[config.mk]
export PLATFORM = sky130hd
export DESIGN_NAME = deck_dealer
export DESIGN_NICKNAME = d
export VERILOG_FILES = /design/src/rtl/deck_pkg.sv /design/src/rtl/deck_store.sv /design/src/rtl/deck_dealer.sv
export SDC_FILE = /design/constraint.sdc
export NUM_CORES = 1
export LEC_CHECK = 0
export ABC_AREA = 1
export BUFFER_PORTS_ARGS = -buffer_cell sky130_fd_sc_hd__buf_2
export CORE_ASPECT_RATIO = 0.5
export CORE_MARGIN = 2
export CORE_UTILIZATION = 35
export CTS_CLUSTER_DIAMETER = 80
export DETAILED_ROUTE_END_ITERATION = 8
export PLACE_DENSITY = 0.47
export SLEW_MARGIN = 10
export SYNTH_ARGS = -nofsm -noshare
export SYNTH_HDL_FRONTEND = slang
export SYNTH_SLANG_ARGS = --single-unit
[constraint.sdc]
create_clock -name clk -period 2.8 [get_ports clk]
set_input_delay 0.42 -clock clk [delete_from_list [all_inputs] [get_ports clk]]
set_output_delay 0.42 -clock clk [all_outputs]
set_load 0.01 [all_outputs]
[src/rtl/deck_pkg.sv]
// Shared deck definitions for the card-game datapath.
// Provides the default deck geometry (also used by the shuffler) and the
// deal-controller state encoding.
package deck_pkg;

    localparam int unsigned DECK_SIZE   = 52;
    localparam int unsigned DECK_CARD_W = 6;

    typedef enum logic [1:0] {
        LOAD  = 2'd0,
        DEAL  = 2'd1,
        EMPTY = 2'd2
    } deal_state_e;

endpackage

[src/rtl/deck_store.sv]
// Card storage for deck_dealer: SIZE x CARD_W register array, one
// synchronous write port and one asynchronous read port. Contents are not
// reset. Reads at addresses >= SIZE return zero.
// Ports:
//   clk_i    - clock
//   we_i     - write enable
//   waddr_i  - write address
//   wdata_i  - write data (card code)
//   raddr_i  - read address
//   rdata_o  - read data (combinational from raddr_i)
module deck_store
    import deck_pkg::*;
#(
    parameter int unsigned SIZE   = DECK_SIZE,
    parameter int unsigned CARD_W = DECK_CARD_W,
    parameter int unsigned ADDR_W = $clog2(SIZE + 1)
) (
    input  logic              clk_i,
    input  logic              we_i,
    input  logic [ADDR_W-1:0] waddr_i,
    input  logic [CARD_W-1:0] wdata_i,
    input  logic [ADDR_W-1:0] raddr_i,
    output logic [CARD_W-1:0] rdata_o
);

    localparam logic [ADDR_W-1:0] ADDR_LIMIT = ADDR_W'(SIZE);

    logic [CARD_W-1:0] mem_q [SIZE];

    always_ff @(posedge clk_i) begin
        if (we_i && (waddr_i < ADDR_LIMIT)) begin
            mem_q[waddr_i] <= wdata_i;
        end
    end

    always_comb begin
        rdata_o = '0;
        if (raddr_i < ADDR_LIMIT) begin
            rdata_o = mem_q[raddr_i];
        end
    end

endmodule

[src/rtl/deck_dealer.sv]
// Deck dealer: loads a shuffled deck one card per beat, then deals the
// cards back in stored order. Checks integrity while loading (duplicate
// codes, out-of-range codes, short decks) and supports restart (re-deal
// from position 0) and flush (discard deck, back to LOAD).
// Ports:
//   clk, rst                                  - clock, async active-high reset
//   load_valid/load_ready/load_card/load_last - load stream
//   out_valid/out_ready/out_card/out_last     - deal stream
//   restart, flush                            - single-cycle control pulses
//   remaining                                 - cards not yet dealt
//   empty                                     - deck fully dealt
//   err_dup, err_range, err_short             - sticky integrity flags
module deck_dealer
    import deck_pkg::*;
#(
    parameter int unsigned SIZE   = DECK_SIZE,
    parameter int unsigned CARD_W = DECK_CARD_W,
    parameter int unsigned CNT_W  = $clog2(SIZE + 1)
) (
    input  logic              clk,
    input  logic              rst,
    input  logic              load_valid,
    output logic              load_ready,
    input  logic [CARD_W-1:0] load_card,
    input  logic              load_last,
    output logic              out_valid,
    input  logic              out_ready,
    output logic [CARD_W-1:0] out_card,
    output logic              out_last,
    input  logic              restart,
    input  logic              flush,
    output logic [CNT_W-1:0]  remaining,
    output logic              empty,
    output logic              err_dup,
    output logic              err_range,
    output logic              err_short
);

    localparam logic [CNT_W-1:0] LAST_SLOT = CNT_W'(SIZE - 1);
    localparam logic [CNT_W-1:0] ONE       = CNT_W'(1);

    deal_state_e       state_q, state_d;
    logic [CNT_W-1:0]  wr_ptr_q, wr_ptr_d;
    logic [CNT_W-1:0]  rd_ptr_q, rd_ptr_d;
    logic [CNT_W-1:0]  rem_q, rem_d;
    logic [CNT_W-1:0]  count_q, count_d;
    logic [SIZE-1:0]   seen_q, seen_d;
    logic              err_dup_q, err_dup_d;
    logic              err_range_q, err_range_d;
    logic              err_short_q, err_short_d;

    logic              load_beat;
    logic [SIZE-1:0]   card_oh;
    logic              card_in_range;
    logic              seen_hit;
    logic [CARD_W-1:0] rd_data;

    assign load_beat = load_valid && (state_q == LOAD);

    // One-hot of the incoming code; codes >= SIZE shift out entirely, so an
    // all-zero vector doubles as the out-of-range indication.
    assign card_oh       = {{(SIZE-1){1'b0}}, 1'b1} << load_card;
    assign card_in_range = |card_oh;
    assign seen_hit      = |(seen_q & card_oh);

    deck_store #(
        .SIZE   (SIZE),
        .CARD_W (CARD_W),
        .ADDR_W (CNT_W)
    ) u_store (
        .clk_i   (clk),
        .we_i    (load_beat),
        .waddr_i (wr_ptr_q),
        .wdata_i (load_card),
        .raddr_i (rd_ptr_q),
        .rdata_o (rd_data)
    );

    always_comb begin
        state_d     = state_q;
        wr_ptr_d    = wr_ptr_q;
        rd_ptr_d    = rd_ptr_q;
        rem_d       = rem_q;
        count_d     = count_q;
        seen_d      = seen_q;
        err_dup_d   = err_dup_q;
        err_range_d = err_range_q;
        err_short_d = err_short_q;

        if (flush) begin
            state_d     = LOAD;
            wr_ptr_d    = '0;
            rd_ptr_d    = '0;
            rem_d       = '0;
            count_d     = '0;
            seen_d      = '0;
            err_dup_d   = 1'b0;
            err_range_d = 1'b0;
            err_short_d = 1'b0;
        end else begin
            unique case (state_q)
                LOAD: begin
                    if (load_beat) begin
                        wr_ptr_d = wr_ptr_q + ONE;
                        if (card_in_range) begin
                            if (seen_hit) begin
                                err_dup_d = 1'b1;
                            end
                            seen_d = seen_q | card_oh;
                        end else begin
                            err_range_d = 1'b1;
                        end
                        if (load_last || (wr_ptr_q == LAST_SLOT)) begin
                            state_d  = DEAL;
                            rd_ptr_d = '0;
                            rem_d    = wr_ptr_q + ONE;
                            count_d  = wr_ptr_q + ONE;
                            if (load_last && (wr_ptr_q != LAST_SLOT)) begin
                                err_short_d = 1'b1;
                            end
                        end
                    end
                end
                DEAL, EMPTY: begin
                    // restart outranks a coinciding handshake, which is dropped
                    if (restart) begin
                        state_d  = DEAL;
                        rd_ptr_d = '0;
                        rem_d    = count_q;
                    end else if ((state_q == DEAL) && out_ready) begin
                        rd_ptr_d = rd_ptr_q + ONE;
                        rem_d    = rem_q - ONE;
                        if (rem_q == ONE) begin
                            state_d = EMPTY;
                        end
                    end
                end
                default: state_d = LOAD;
            endcase
        end
    end

    always_ff @(posedge clk or posedge rst) begin
        if (rst) begin
            state_q     <= LOAD;
            wr_ptr_q    <= '0;
            rd_ptr_q    <= '0;
            rem_q       <= '0;
            count_q     <= '0;
            seen_q      <= '0;
            err_dup_q   <= 1'b0;
            err_range_q <= 1'b0;
            err_short_q <= 1'b0;
        end else begin
            state_q     <= state_d;
            wr_ptr_q    <= wr_ptr_d;
            rd_ptr_q    <= rd_ptr_d;
            rem_q       <= rem_d;
            count_q     <= count_d;
            seen_q      <= seen_d;
            err_dup_q   <= err_dup_d;
            err_range_q <= err_range_d;
            err_short_q <= err_short_d;
        end
    end

    // Storage is not reset, so out_card is forced to zero outside DEAL.
    assign load_ready = (state_q == LOAD);
    assign out_valid  = (state_q == DEAL);
    assign out_last   = (state_q == DEAL) && (rem_q == ONE);
    assign out_card   = (state_q == DEAL) ? rd_data : '0;
    assign empty      = (state_q == EMPTY);
    assign remaining  = rem_q;
    assign err_dup    = err_dup_q;
    assign err_range  = err_range_q;
    assign err_short  = err_short_q;

endmodule

; Yosys cells after proc, flatten, opt, wreduce, memory -nomap -nowiden
; Memory sizes are Yosys's and may differ from the RTL's.
; Cells that the tools add are included.
[totals]
latchBits = 0
mem_bits_ro = 0
ff_bits = 81
input_bits = 13
mem_count = 1
output_inout_bits = 19
mem_bits_rw = 312
[classes]
muxes = 46
n_lt_le_gt_ge = 2
shift = 1
n_eq_ne = 10
bitwise_logic = 2
add_sub_neg = 3
multipliers = 0
n_div = 0
n_reduce_logical = 25
[memory_table]
columns = memory, depth, width, read_ports, rd_clocked_by_memory_dff, write_ports, line_no
row1 = u_store.mem_q, 52, 6, 1, 0, 1, deck_store.sv:28  ; logic [CARD_W-1:0] mem_q [SIZE];
[op_table]
columns = cell, count
row1 = $mux W52, 4
row2 = $reduce_or A52 Y1, 2
row3 = $mux W6, 17
row4 = $and A52 B52 Y52, 1
row5 = $or A52 B52 Y52, 1
row6 = $shl A1 B6 Y52 const A, 1
row7 = $pmux W6 S2, 2
row8 = $mux W1, 16
row9 = $reduce_and A4 Y1, 4
row10 = $add A6 B1 Y6 const B, 2
row11 = $lt A6 B6 Y1 const B, 2
row12 = $mux W2, 6
row13 = $reduce_bool A2 Y1, 6
row14 = $reduce_and A3 Y1, 3
row15 = $ne A4 B4 Y1 const B, 2
row16 = $eq A6 B1 Y1 const B, 1
row17 = $eq A6 B6 Y1 const B, 1
row18 = $ne A3 B1 Y1 const B, 2
row19 = $ne A6 B6 Y1 const B, 1
row20 = $sub A6 B1 Y6 const B, 1
row21 = $logic_and A1 B1 Y1, 5
row22 = $pmux W2 S2, 1
row23 = $reduce_bool A3 Y1, 1
row24 = $eq A2 B1 Y1 const B, 1
row25 = 6 further kinds, 6

; Logic depth before layout (Yosys ltp)
[depth]
depth_word = 8
ltp_mapped = 15
depth_no_buf = 13

; Hierarchy
; From an unflattened synthesis, not the netlist that was laid out.
[unflattened]
cells_unflattened = 1868
hier_area_um2 = 17805.8
[modules_own_cells]
columns = module, n_inst, cells_per_inst, area_each_um2
row1 = deck_store, 1, 1201, 13152.6
row2 = deck_dealer, 1, 667, 4653.2

; Least setup slack after synthesis
; OpenSTA, ideal clock, no wires.
[synth_path]
path_type = flip-flop to output port
startpoint = register rd_ptr_q[0]
endpoint = output out_card[1]
path_slack_ns = 0.582
arrival_ns = 1.798
n_path_buf = 2
t_required_ns = 2.380
stages_incl_launch_ff = 10
cell_sequence = dfrtp_1 inv_1 clkbuf_1 clkbuf_1 o21ai_0 o221ai_1 nand3_1 nand4_1 nand3_1 a21boi_0
[synth_between]
elab_chain_len = 3
elab_cells_between_ends = 4
cone_classes = 1 x order compare / 2 x mux / 1 x memory
[synth_rtl]
columns = element, line_no
row1 = from (decl), deck_dealer.sv:44  ; logic [CNT_W-1:0] rd_ptr_q, rd_ptr_d;
row2 = from (signal assigned), deck_dealer.sv:157  ; rd_ptr_q <= rd_ptr_d;
row3 = $mem_v2 Z52 W6 / $lt A6 B6 Y1 (equally long branches), n/a
row4 = $mux W6 *, deck_store.sv:38  ; if (raddr_i < ADDR_LIMIT) begin
row5 = $mux W6 *, deck_dealer.sv:171  ; assign out_card = (state_q == DEAL) ? rd_data : '0;
row6 = to (decl), deck_dealer.sv:28  ; output logic [CARD_W-1:0] out_card,
; Mark *: on every way between the ends. The rest lies on a longest branch, timed or not.

; Worst setup path in the final report
[layout_path]
startpoint = register rd_ptr_q[0]
endpoint = output out_card[4]
; The elaborated chain is that of the path after synthesis.

==> results.rst <==
.. list-table::
   :header-rows: 1

   * - Metric
     - Value
   * - Growth of design area from synthesis to finish
     - 18.1%
   * - Number of antenna violations at the first check in global routing
     - 4
   * - Number of standard cells after synthesis
     - 1593
   * - Std cell rows
     - 57
   * - Cell area after placement
     - 18300 um^2
   * - CTS sink cnt
     - 393
   * - Die Width
     - 316 um
   * - Global-route wire length before repair
     - 78100 um
   * - Total wirelength of the detailed-routed design
     - 52200 um
   * - Die outline height
     - 160 um
   * - Cells along the critical path
     - buf_12, buf_16, o21ai_4, o22ai_2, o211ai_1, nand4_1, o21ai_2, a21oi_2, buf_2
   * - Fraction of power consumed by the clock network
     - 0.309
   * - Delay of the slowest critical-path stage
     - 0.57 ns
   * - Nets in the synthesized netlist
     - 1614
   * - Fmax
     - 323 MHz
   * - Critical Path End Type
     - output port
   * - Synthesis-stage register bit count
     - 393
   * - Max-slew violations
     - 0
   * - Internal power component
     - 10.6 mW
   * - Number of nets in the finished design
     - 1689
   * - Portion of the post-synthesis area used by sequential elements
     - 0.670
   * - Number of warnings issued by yosys
     - 0
   * - Drt wl/cell
     - 22.3 um
   * - Net switching fraction of the power
     - 0.319
   * - Core region area
     - 48300 um^2
   * - Worst-Skew Late Latency
     - 0.55 ns
   * - Most area-hungry cell type in the Yosys netlist
     - sky130_fd_sc_hd__edfxtp_1
   * - IR drop worst, VDD
     - 0.493 mV
   * - Synth Area per Inst
     - 10.7 um^2
   * - Unrepaired setup endpoints after global routing
     - true
   * - Sum of negative setup slack
     - -1.37 ns
   * - Period utilisation layout
     - 1.11
   * - Final Wtd Congestion
     - 0.878
   * - PortBufs
     - 31
   * - Cell Count, Final, Fillers Out
     - 2344
   * - Number of global-route vias before repair
     - 12600
   * - Largest net degree at the start of global routing
     - 56
   * - Clock Tree Buf Depth
     - 3
   * - Cell total after placement
     - 2250
   * - Hold/Removal Path Class
     - in -> reg
   * - Slowest stage cell, crit path
     - sky130_fd_sc_hd__dfrtp_4
   * - Ranking of synthesized cells by area
     - sky130_fd_sc_hd__edfxtp_1 55%, sky130_fd_sc_hd__dfrtp_1 12%, sky130_fd_sc_hd__nor2_1 6.4%
   * - CTS tree
     - built
   * - Total via count after detailed routing
     - 12700
   * - Slew @ Worst Pin
     - 0.761 ns
   * - Cell leakage power
     - 7.31 nW
   * - Num CTS Buffers
     - 38
   * - Number of unique standard cell types used by synthesis
     - 32
   * - H-Tree Depth
     - 2
   * - Die area
     - 50500 um^2
   * - Largest driver fanout on the critical path
     - 9
   * - Number of top-level pins
     - 32
   * - Max-cap violations
     - 0
   * - Clock transition at the registers of the reported paths
     - 0.06 ns
   * - Arrival @ worst endpoint
     - 2.68 ns
   * - CP required
     - 2.38 ns
   * - Initial standard-cell utilization of the core
     - 0.352
   * - Total GRT Usage
     - 0.205
   * - Violations in the final reports
     - negative setup slack
   * - Final Core Density
     - 0.416
   * - GRT overflow
     - 0
   * - Setup-violating endpoint count in the final report
     - 6
   * - Mean number of vias per cell
     - 5.41
   * - Fraction of final layout cells with drive strength greater than 1
     - 0.125
   * - Post-layout minimum cycle time
     - 3.10 ns
   * - Proportion of netlist area held by the largest area contributor
     - 0.551
   * - Run status
     - complete, but fails checks
   * - Relative contribution of sequential cells to total power
     - 0.421
   * - Layout fillers
     - 4606
   * - Final Instance Area
     - 20100 um^2
   * - WS Path Type
     - reg -> out
   * - Number of diodes
     - 0
   * - Post-route setup slack
     - -0.298 ns
   * - Switching power
     - 4.96 mW
   * - Power density over cell area
     - 774 nW/um^2
   * - Critical path startpoint category
     - register
   * - Pre-antenna DRT Iters
     - 7
   * - Residual DRC count
     - 0
   * - Netlist Area Pre-Place
     - 17000 um^2
   * - Combinational share of power
     - 0.270
   * - Residual antenna-violating net count after detailed routing
     - 0
   * - Clk_skew
     - 0.0201 ns
   * - CTS root buf
     - sky130_fd_sc_hd__clkbuf_16
   * - Total half-perimeter wirelength after legalization and detailed placement
     - 30600 um
   * - Relative max-transition margin
     - 0.489
   * - Number of DRC violations after detailed-routing iteration 0
     - 1469
   * - Smallest hold slack
     - 0.186 ns
   * - Final hold violation count
     - 0
[metrics by stage]
step           power (mW)  worst slack [ns]
2_1_floorplan        8.67             0.300
3_3_place_gp         9.96             0.144
3_5_place_dp         9.95             0.204
4_1_cts              15.5            -0.256
5_1_grt              16.2            -0.333
6_report             15.5            -0.298
[layout make-up]
| cell class | count | area (um^2) | area share |
|---|---|---|---|
| Clock buffer | 47 | 1010 | 0.0501 |
| Timing Repair Buffer | 126 | 1430 | 0.0712 |
| Clock inverter | 20 | 111 | 0.00555 |
| Sequential cell | 393 | 11400 | 0.568 |
| Tap cell | 649 | 812 | 0.0404 |
| Multi-Input combinational cell | 1002 | 4900 | 0.244 |
| Inverter | 106 | 412 | 0.0205 |
| Timing Repair inverter | 1 | 6.26 | 0.000312 |
[Yosys cell counts]
cell type / count
sky130_fd_sc_hd__o41ai_1: 1
sky130_fd_sc_hd__ha_1: 8
sky130_fd_sc_hd__buf_6: 3
sky130_fd_sc_hd__clkbuf_1: 66
sky130_fd_sc_hd__buf_1: 6
sky130_fd_sc_hd__nor3b_1: 1
sky130_fd_sc_hd__or2_2: 1
sky130_fd_sc_hd__xor2_1: 6
sky130_fd_sc_hd__nand3_2: 2
sky130_fd_sc_hd__o221ai_1: 17
sky130_fd_sc_hd__inv_1: 99
sky130_fd_sc_hd__nor3_1: 16
sky130_fd_sc_hd__a31oi_1: 3
sky130_fd_sc_hd__clkinv_1: 3
sky130_fd_sc_hd__o22ai_1: 51
sky130_fd_sc_hd__inv_2: 4
sky130_fd_sc_hd__o21ai_0: 192
sky130_fd_sc_hd__buf_2: 17
sky130_fd_sc_hd__o21a_1: 1
sky130_fd_sc_hd__nor2_2: 8
sky130_fd_sc_hd__o211a_1: 1
sky130_fd_sc_hd__nor2_1: 290
sky130_fd_sc_hd__edfxtp_1: 312
sky130_fd_sc_hd__nand4_1: 59
sky130_fd_sc_hd__dfrtp_1: 81
sky130_fd_sc_hd__nand2_1: 178
sky130_fd_sc_hd__o211ai_1: 24
sky130_fd_sc_hd__nand3_1: 69
sky130_fd_sc_hd__a22oi_1: 1
sky130_fd_sc_hd__o2111ai_1: 1
sky130_fd_sc_hd__a21boi_0: 2
sky130_fd_sc_hd__a21oi_1: 70
[repair_timing]
item / 4_1_cts / 5_1_grt
resized for setup: 45 / 11
pin swaps: 17 / 4
hold buffers: 1 / 0
endpoints found under the hold margin: 28 / 0
cloned: 13 / 3
endpoints found under the setup margin: 6 / 6
buffers inserted: 9 / 1
[critical path: cells and delay by family, from the launching register on]
kind	cells	cell delay [ns]
AO/OA/AOI/OAI	5	0.84
buffers and inverters	3	0.48
flip-flops	1	0.57
AND/OR/NAND/NOR	1	0.23
[kinds of logic (layout without fill, tap and decap cells)]
group | count (synthesis) | count (layout) | share of synthesized area
DFF | 393 | 393 | 0.670
and+or+nand+nor | 624 | 624 | 0.155
xor gates and xnor gates | 6 | 6 | 0.00309
AOI/OAI and AO/OA | 364 | 364 | 0.120
adders and majority gates | 8 | 8 | 0.00589
buffers and inverters | 198 | 300 | 0.0463
[final timing paths]
path	start	endpoint	slack, ns	cells after the start
worst max-delay path	rd_ptr_q[0]	out_card[4]	-0.30	9
worst min-delay path	load_last	err_short	0.19	3
worst max register to register	wr_ptr_q[3]	u_store.mem_q[24][4]	0.16	4
worst min register to register	err_range	err_range	0.50	1
max in group asynchronous	rst	seen_q[6]	1.67	4
min in group asynchronous	rst	rd_ptr_q[3]	0.47	3
[power groups by stage]
stage          registers (mW)  clock network, mW  logic, mW
2_1_floorplan            6.61                  0       2.06
3_3_place_gp             6.63                  0       3.32
3_5_place_dp             6.63                  0       3.32
4_1_cts                  6.53               4.92       4.01
5_1_grt                  6.54               5.16       4.55
6_report                 6.54               4.81       4.20
[registers in the layout, summed over array words and instances (netlist names)]
| register | cells |
|---|---|
| state_q | 2 |
| u_store.mem_q | 312 |
| err_range | 1 |
| rd_ptr_q | 6 |
| err_short | 1 |
| seen_q | 52 |
| remaining | 6 |
| wr_ptr_q | 6 |
| count_q | 6 |
| err_dup | 1 |
[placed cells by master, fill, tap and decap left out, types with 59 or more instances in the layout]
cell / n
sky130_fd_sc_hd__a21oi_1: 66
sky130_fd_sc_hd__buf_4: 60
sky130_fd_sc_hd__dfrtp_1: 79
sky130_fd_sc_hd__edfxtp_1: 312
sky130_fd_sc_hd__inv_1: 96
sky130_fd_sc_hd__nand2_1: 178
sky130_fd_sc_hd__nand3_1: 69
sky130_fd_sc_hd__nand4_1: 59
sky130_fd_sc_hd__nor2_1: 288
sky130_fd_sc_hd__o21ai_0: 178
[metal layers]
layer	track usage	vias to the layer above	routed length (um)
li1	-	5830	-
met1	0.284	6338	22700
met3	0.0400	87	3660
met4	0.0590	2	1380
met2	0.330	434	24400
met5	0	-	13
(Power assumes the default switching activity.)
